$ cat src/rtl/c2c_ser_pkg.sv
// Shared constants, state encoding and helper functions for the C2C word serializer.
package c2c_ser_pkg;
    localparam int WORD_W  = 21;
    localparam int BEAT_W  = 7;
    localparam int SOF_BIT = 7;
    localparam int CNT_W   = 16;

    typedef enum logic [1:0] {
        ST_IDLE = 2'd0,
        ST_B0   = 2'd1,
        ST_B1   = 2'd2,
        ST_B2   = 2'd3
    } state_e;

    // 7-bit slice carried by a beat state; the middle slice is order-independent.
    function automatic logic [BEAT_W-1:0] beat_slice(
        input logic [WORD_W-1:0] word,
        input state_e            st,
        input logic              lsb_first
    );
        logic [BEAT_W-1:0] slice;
        case (st)
            ST_B0:   slice = lsb_first ? word[6:0]   : word[20:14];
            ST_B1:   slice = word[13:7];
            ST_B2:   slice = lsb_first ? word[20:14] : word[6:0];
            default: slice = {BEAT_W{1'b0}};
        endcase
        return slice;
    endfunction

    function automatic logic even_parity(input logic [SOF_BIT:0] data);
        return ^data;
    endfunction
endpackage

$ cat src/rtl/c2c_word_serializer_if.sv
// FIFO read port plus C2C transmit beat link seen by the word serializer.
interface c2c_word_serializer_if;
    import c2c_ser_pkg::*;

    logic              fifo_empty;
    logic [WORD_W-1:0] fifo_rdata;
    logic              fifo_rden;
    logic [SOF_BIT:0]  tx_data;
    logic              tx_valid;
    logic              tx_ready;
    logic              tx_par;

    modport master (
        input  fifo_empty, fifo_rdata, tx_ready,
        output fifo_rden, tx_data, tx_valid, tx_par
    );

    modport slave (
        output fifo_empty, fifo_rdata, tx_ready,
        input  fifo_rden, tx_data, tx_valid, tx_par
    );
endinterface

$ cat src/rtl/c2c_word_serializer.sv
// Pops 21-bit words from a FWFT FIFO and sends each as three 8-bit SOF-marked beats.
module c2c_word_serializer
    import c2c_ser_pkg::*;
#(
    parameter bit LSB_FIRST = 1'b1,
    parameter bit PAR_EN    = 1'b1
) (
    input  logic                  clk_i,
    input  logic                  rst_i,
    c2c_word_serializer_if.master link,
    output logic                  busy_o,
    output logic [CNT_W-1:0]      word_cnt_o
);
    state_e            state_q, state_d;
    logic [WORD_W-1:0] hold_q, hold_d;
    logic [SOF_BIT:0]  tx_data_q, tx_data_d;
    logic              tx_valid_q, tx_valid_d;
    logic              tx_par_q, tx_par_d;
    logic [CNT_W-1:0]  word_cnt_q, word_cnt_d;
    logic              last_beat_s;
    logic              load_s;

    // Pop qualifier; reset suppresses it so the FIFO never loses a word during RST.
    always_comb begin
        last_beat_s = (state_q == ST_B2) && link.tx_ready;
        load_s      = !rst_i && !link.fifo_empty
                      && ((state_q == ST_IDLE) || last_beat_s);
    end

    // State register.
    always_ff @(posedge clk_i) begin
        if (rst_i) begin
            state_q <= ST_IDLE;
        end else begin
            state_q <= state_d;
        end
    end

    // Next-state selection.
    always_comb begin
        state_d = state_q;
        case (state_q)
            ST_IDLE: begin
                if (load_s) state_d = ST_B0;
                else        state_d = ST_IDLE;
            end
            ST_B0: begin
                if (link.tx_ready) state_d = ST_B1;
                else               state_d = ST_B0;
            end
            ST_B1: begin
                if (link.tx_ready) state_d = ST_B2;
                else               state_d = ST_B1;
            end
            ST_B2: begin
                if (!link.tx_ready) state_d = ST_B2;
                else if (load_s)    state_d = ST_B0;
                else                state_d = ST_IDLE;
            end
            default: state_d = ST_IDLE;
        endcase
    end

    // Beat outputs are precomputed from the next state so they leave registers.
    always_comb begin
        hold_d     = load_s ? link.fifo_rdata : hold_q;
        word_cnt_d = last_beat_s ? (word_cnt_q + CNT_W'(1)) : word_cnt_q;
        tx_valid_d = (state_d != ST_IDLE);
        tx_data_d  = {(state_d == ST_B0), beat_slice(hold_d, state_d, LSB_FIRST)};
        if (PAR_EN) begin
            tx_par_d = even_parity(tx_data_d);
        end else begin
            tx_par_d = 1'b0;
        end
    end

    // Holding register, beat output registers and word counter.
    always_ff @(posedge clk_i) begin
        if (rst_i) begin
            hold_q     <= {WORD_W{1'b0}};
            tx_data_q  <= 8'h00;
            tx_valid_q <= 1'b0;
            tx_par_q   <= 1'b0;
            word_cnt_q <= {CNT_W{1'b0}};
        end else begin
            hold_q     <= hold_d;
            tx_data_q  <= tx_data_d;
            tx_valid_q <= tx_valid_d;
            tx_par_q   <= tx_par_d;
            word_cnt_q <= word_cnt_d;
        end
    end

    assign link.fifo_rden = load_s;
    assign link.tx_data   = tx_data_q;
    assign link.tx_valid  = tx_valid_q;
    assign link.tx_par    = tx_par_q;
    assign busy_o         = tx_valid_q;
    assign word_cnt_o     = word_cnt_q;
endmodule

$ cat src/flat_wrapper.sv
// flat-port wrapper written by rule: the top's interface ports become plain ports
module c2c_word_serializer_flat import c2c_ser_pkg::*;
#(
    parameter bit LSB_FIRST = 1'b1,
    parameter bit PAR_EN    = 1'b1
)
  (clk_i, rst_i, busy_o, word_cnt_o, link_fifo_empty, link_fifo_rdata, link_tx_ready, link_fifo_rden, link_tx_data, link_tx_valid, link_tx_par);
  c2c_word_serializer_if link_i ();
  input  logic clk_i;
  input  logic rst_i;
  output logic busy_o;
  output logic [CNT_W-1:0] word_cnt_o;
  input wire logic [$bits(link_i.fifo_empty)-1:0] link_fifo_empty;
  input wire logic [$bits(link_i.fifo_rdata)-1:0] link_fifo_rdata;
  input wire logic [$bits(link_i.tx_ready)-1:0] link_tx_ready;
  output wire logic [$bits(link_i.fifo_rden)-1:0] link_fifo_rden;
  output wire logic [$bits(link_i.tx_data)-1:0] link_tx_data;
  output wire logic [$bits(link_i.tx_valid)-1:0] link_tx_valid;
  output wire logic [$bits(link_i.tx_par)-1:0] link_tx_par;
  assign link_i.fifo_empty = link_fifo_empty;
  assign link_i.fifo_rdata = link_fifo_rdata;
  assign link_i.tx_ready = link_tx_ready;
  assign link_fifo_rden = link_i.fifo_rden;
  assign link_tx_data = link_i.tx_data;
  assign link_tx_valid = link_i.tx_valid;
  assign link_tx_par = link_i.tx_par;
  c2c_word_serializer #(.LSB_FIRST(LSB_FIRST), .PAR_EN(PAR_EN)) u_core (.clk_i(clk_i), .rst_i(rst_i), .link(link_i), .busy_o(busy_o), .word_cnt_o(word_cnt_o));
endmodule
$ cat config.mk
export PLATFORM = sky130hd
export DESIGN_NAME = c2c_word_serializer_flat
export DESIGN_NICKNAME = d
export VERILOG_FILES = /design/src/rtl/c2c_ser_pkg.sv /design/src/rtl/c2c_word_serializer_if.sv /design/src/rtl/c2c_word_serializer.sv /design/src/flat_wrapper.sv
export SDC_FILE = /design/constraint.sdc
export NUM_CORES = 1
export LEC_CHECK = 0
export ABC_AREA = 1
export CORE_MARGIN = 5
export CORE_UTILIZATION = 45
export DETAILED_ROUTE_END_ITERATION = 12
export PLACE_DENSITY = 0.76
export REMOVE_ABC_BUFFERS = 1
export SETUP_SLACK_MARGIN = 0.4
export SLEW_MARGIN = 5
export SYNTH_ARGS = -nofsm -noshare
export SYNTH_HDL_FRONTEND = slang
export SYNTH_SLANG_ARGS = --single-unit
$ cat constraint.sdc
create_clock -name clk_i -period 1.5 [get_ports clk_i]
set_input_delay 0.3 -clock clk_i [delete_from_list [all_inputs] [get_ports clk_i]]
set_output_delay 0.3 -clock clk_i [all_outputs]
set_load 0.03 [all_outputs]
; ---- Yosys cells after proc, flatten, opt, wreduce, memory -nomap -nowiden
; Cells that the tools add are included.
[word_totals]
out_inout_bits = 28
word_cells = 29
regBits = 49
[op_classes]
mux = 7
n_reduce_logical = 9
addsub = 1
n_eq_ne = 6
[ops]
columns = operator, n
row1 = 21-bit two-way mux, 1
row2 = 7-bit one-hot mux with 3 select lines, 1
row3 = 16-bit by 1-bit adder with 16-bit output (second input constant), 1
row4 = 2-bit == test (second input constant), 4
row5 = 2-bit one-hot mux with 4 select lines, 1
row6 = 8-bit parity, 1
row7 = 2-bit by 1-bit == test with 1-bit output (second input constant), 2
row8 = 2-bit two-way mux, 2
row9 = 1-bit logical AND, 3
row10 = 1-bit zero test, 2
row11 = 2-bit zero test, 1
row12 = 1-bit two-way mux, 2
row13 = 2-bit nonzero test, 1
row14 = 1-bit logical OR, 1

; ---- Depth between registers and ports, before layout
[depth]
depth_word = 10
depth_mapped = 17
mapped_depth_nobuf = 17

; ---- Worst setup path after synthesis
; OpenSTA, ideal clock, no wires.
[synth_timing]
path_kind = reg2reg
from = register u_core.word_cnt_q[0], in the netlist u_core.word_cnt_o[0]
to = register u_core.word_cnt_q[14], in the netlist u_core.word_cnt_o[14]
path_stages_with_launch = 11
slack_ns = -0.440
setup_ns = 0.119
period_less_slack_ns = 1.940
t_required_ns = 1.381
arrival_time_ns = 1.821
path_cell_list = dfxtp_1 -> ha_1 -> inv_1 -> nor2_1 -> nand3_1 -> nor2_1 -> nand3_1 -> nor3_4 -> nand4_1 -> o21ai_0 -> a21oi_1
[synth_between]
elab_chain_len = 1
[synth_lines]
columns = item, line
row1 = "start, declared", c2c_word_serializer.sv:19  ; logic [CNT_W-1:0] word_cnt_q, word_cnt_d;
row2 = "start signal, assigned", c2c_word_serializer.sv:84  ; word_cnt_q <= {CNT_W{1'b0}};
row3 = "start signal, assigned", c2c_word_serializer.sv:90  ; word_cnt_q <= word_cnt_d;
row4 = 16-bit by 1-bit adder with 16-bit output, c2c_word_serializer.sv:67  ; word_cnt_d = last_beat_s ? (word_cnt_q + CNT_W'(1)) : word_cnt_q;
; Every way passes these cells.
; A chain may end at the register's enable or synchronous reset.

; ---- Final worst setup path
[layout_timing]
from = register u_core.state_q[1]
to = register u_core.tx_par_q, in the netlist u_core.link.tx_par
[layout_between]
elab_chain_len = 10
[layout_lines]
columns = item, line
row1 = "start, declared", c2c_word_serializer.sv:14  ; state_e state_q, state_d;
row2 = "start signal, assigned", c2c_word_serializer.sv:35  ; state_q <= state_d;
row3 = 2-bit == test, "c2c_word_serializer.sv:25, c2c_word_serializer.sv:42"
row4 = 1-bit logical AND, c2c_word_serializer.sv:25  ; last_beat_s = (state_q == ST_B2) && link.tx_ready;
row5 = 1-bit logical OR, c2c_word_serializer.sv:27  ; && ((state_q == ST_IDLE) || last_beat_s);
row6 = 1-bit logical AND, c2c_word_serializer.sv:27
row7 = 1-bit two-way mux, "c2c_word_serializer.sv:44, c2c_word_serializer.sv:57"
row8 = 2-bit two-way mux, c2c_word_serializer.sv:56  ; if (!link.tx_ready) state_d = ST_B2;
row9 = 2-bit one-hot mux with 4 select lines, c2c_word_serializer.sv:42  ; case (state_q)
row10 = 2-bit == test / 2-bit by 1-bit == test with 1-bit output (equally long branches), "c2c_ser_pkg.sv:22, c2c_word_serializer.sv:69"
row11 = 7-bit one-hot mux with 3 select lines, c2c_ser_pkg.sv:22  ; case (st)
row12 = 8-bit parity (*), c2c_ser_pkg.sv:32  ; return ^data;
row13 = "end signal, assigned", c2c_word_serializer.sv:89  ; tx_par_q <= tx_par_d;
row14 = "end, declared", c2c_word_serializer.sv:18  ; logic tx_par_q, tx_par_d;
; Every way passes the cells marked *; elsewhere a longest branch is shown, timed or not.

==> flow_metrics.tcl <==
set metrics [dict create \
    outcome "complete, but fails checks" \
    violations "negative setup slack" \
    clockPowerShare_pct 25.3 \
    wl_mm 11.5 \
    first_pass_iters 6 \
    r2r_start "u_core.state_q[1]$_SDFF_PP0_" \
    max_slew_margin_pct 67.0 \
    p_leak_nw 2.17 \
    clock_skew_ps 12.3 \
    clkLatencyLatePin_ps 320 \
    hold_viol_final 0 \
    synth_area_sq_um 2350 \
    yosys_warnings 0 \
    synth_seq_cells 49 \
    clock_sinks 49 \
    r2r-end "u_core.link.tx_par$_SDFF_PP0_" \
    synthDistinctLibCells 24 \
    critPathMaxFanout 4 \
    die_width_um 82.3 \
    core_sq_um 5110 \
    gr-total-overflow 0 \
    postCtsHoldBufs 0 \
    hold_depth 1 \
    vias 3245 \
    comb_power_share_pct 32.2 \
    max-clock-path-buffers 2 \
    final.period_utilization_pct 143 \
    hold_end "u_core.word_cnt_o[11]$_SDFFE_PP0P_" \
    critPathCaptureType "register" \
    worstMarginPinSlew_ps 495 \
    cts_root_buf "clkbuf_8" \
    switching_share_pct 34.9 \
    drc_errors 0 \
    syn_inst 351 \
    htree_num_levels 2 \
    track_usage_pct 27.3 \
    dpl.hpwl_mm 4.42 \
    worst_setup_path_start_kind "register" \
    power_switching_mw 1.15 \
    stdcell_area_sq_um 4540 \
    cts_tree "done" \
    grt_pass1_wl_mm 14.1 \
    grt_antenna_before_repair 0 \
    post_drt_wl_per_cell_um 20.5 \
    irDropWorstVdd_mv 0.610 \
    stdcell_count 562 \
    max-cap-violations 0 \
    worstRegToRegCells 15 \
    fin_nets 517 \
    critPathArrivalTime_ps 2370 \
    cts_buffers 5 \
    rsz0062_at_grt "true" \
    gp_congestion 0.796 \
    vias_per_cell 5.77 \
    io_buffers 52 \
    worst_slack_ps -649 \
    clk_pin_slew_ps 100 \
    total_power_mw 3.29 \
    dp_cells 515 \
    start_util_pct 46.0 \
    drt_iter0_markers 439 \
    finalSetupViolCount 24 \
    grt_max_degree 31 \
    fmax_mhz 465 \
    drive_gt1_share_pct 56.9 \
    syn2layout_area_growth_pct 93.2 \
    diodes 0 \
    dieArea_sq_um 6770 \
    r2r_slack_ps -650 \
    syn_avg_cell_area_sq_um 6.70 \
    final_core_util_pct 88.9 \
    cellPowerDensity_nw_per_um2 725 \
    ant_nets 0 \
    p_int_mw 2.14 \
    layout_min_cycle_time_ps 2150 \
    min_path_type "register to register" \
    path_class "register to register" \
    num_rows 26 \
    dpl_cell_area_sq_um 3310 \
    drv_slew 0 \
    hold_start "u_core.word_cnt_o[11]$_SDFFE_PP0P_" \
    ios 53 \
    crit_required_ps 1730 \
    seq_area_frac_synth_pct 41.7 \
    p_seq_share_pct 42.5 \
    die_y_um 82.3 \
    grt_pass1_vias 2893 \
]
==> Yosys cell counts <==
library cell    n  area share [%]
nand2_1       126              20
dfxtp_1        49              42
a21oi_1        32             6.8
nand3_1        31             6.6
inv_1          30             4.8
nor2_1         24             3.8
o21ai_0        11             2.3
inv_2          10             1.6
clkbuf_1        6            0.96
nor2_2          4             1.1
o21ai_1         4            0.85
buf_6           3             1.4
nand2_2         3            0.80
nand4_1         3            0.80
o21a_1          3            0.96
a21oi_2         2            0.75
buf_4           2            0.64
nand2_4         2            0.96
ha_1            1            0.53
nand3_4         1            0.75
nor2_4          1            0.48
nor3_1          1            0.21
nor3_4          1            0.69
nor3b_1         1            0.32
==> layout by cell type, fill, tap and decap left out, types with 2 or more instances in the layout <==
cell / count
nand2_4: 20
nand3_2: 15
clkbuf_8: 5
buf_6: 65
nand2_1: 76
nand2_8: 2
nand4_1: 3
nand3_1: 12
inv_4: 6
a21oi_2: 15
buf_16: 3
nor2_2: 11
dfxtp_4: 7
o21a_1: 3
nand2_2: 33
inv_1: 27
a21oi_1: 18
clkinv_2: 2
dfxtp_1: 25
nor2_4: 5
dlygate4sd2_1: 3
buf_12: 3
o21ai_1: 3
o21ai_2: 2
inv_2: 7
clkdlybuf4s50_1: 21
o21ai_0: 7
dfxtp_2: 17
nand3_4: 5
o21ai_4: 3
nor2_1: 13
buf_4: 47
==> power groups by stage <==
stage                     sequential (mW)  combinational, mW  clock, mW
after floorplan                      1.46              0.289          0
after detailed placement             1.42              0.652          0
after CTS                            1.39              0.812      0.780
after global routing                 1.40               1.11      0.870
after global placement               1.41              0.638          0
final                                1.40               1.06      0.833
==> critical path, stage by stage (launching register included) <==
cell	delay, ps
dfxtp_4	410
buf_6	120
nand2_2	30
o21ai_1	130
nand2_2	120
nand2_4	110
nand2_2	100
buf_4	180
nor2_1	180
nor2_2	80
nand2_1	100
nand2_1	90
nand2_1	80
nand2_1	90
nor2_1	170
nor2_2	50
==> timing repair <==
action                     CTS  global route
pin swaps                   21            39
setup endpoints to repair   77            74
gates cloned                 4             0
buffers inserted            23            12
gates resized for setup    307           113
==> metrics by stage <==
step	setup slack, ps	hold slack (ps)	setup TNS [ps]
global route	-728	492	-7060
detailed placement	-819	451	-16730
finish	-649	467	-5670
floorplan	-448	369	-2810
global placement	-760	454	-15230
CTS	-267	463	-1960
==> cell families after synthesis <==
logic type,after synthesis,share of synthesized area (%)
simple gates,198,36.6
fa+ha+maj,1,0.532
compound gates,52,11.7
flops,49,41.7
buf+inv,51,9.42
==> routing by layer <==
metal | up-vias | share of wire (%) | global-route usage [%] | wire length [um]
met5 | - | 0 | 0 | 0
met4 | 0 | 4.8 | 13.8 | 559
met3 | 62 | 7.0 | 4.23 | 805
met2 | 222 | 50 | 48.0 | 5770
met1 | 1564 | 38 | 32.0 | 4400
li1 | 1397 | - | - | -
==> worst max path at each step <==
stage                                     to  slack [ps]  cells past startpoint                         start
6_report       u_core.link.tx_par$_SDFF_PP0_        -650                     15  u_core.state_q[1]$_SDFF_PP0_
3_5_place_dp   u_core.link.tx_par$_SDFF_PP0_        -820                     13                 link_tx_ready
5_1_grt        u_core.link.tx_par$_SDFF_PP0_        -730                     15  u_core.state_q[1]$_SDFF_PP0_
3_3_place_gp   u_core.link.tx_par$_SDFF_PP0_        -760                     15                 link_tx_ready
4_1_cts        u_core.link.tx_par$_SDFF_PP0_        -270                     16  u_core.state_q[0]$_SDFF_PP0_
2_1_floorplan  u_core.link.tx_par$_SDFF_PP0_        -450                     14                         rst_i
==> flip-flops by register name (all words and copies together) (netlist names) <==
name	flops
u_core.busy_o	1
u_core.link.tx_par	1
u_core.word_cnt_o	16
u_core.link.tx_data	8
u_core.state_q	2
u_core.hold_q	21
==> cell type report <==
class / instances / area (sq um)
inverters: 40 / 170
multi-input cells: 251 / 1690
clock inverters: 2 / 10.0
flip-flops and latches: 49 / 1030
repair inverters: 1 / 6.26
well taps: 70 / 87.6
clock buffers: 6 / 72.6
fillers: 221 / 566
repair buffers: 143 / 1480
No activity file was read; power rests on OpenSTA's default activity.
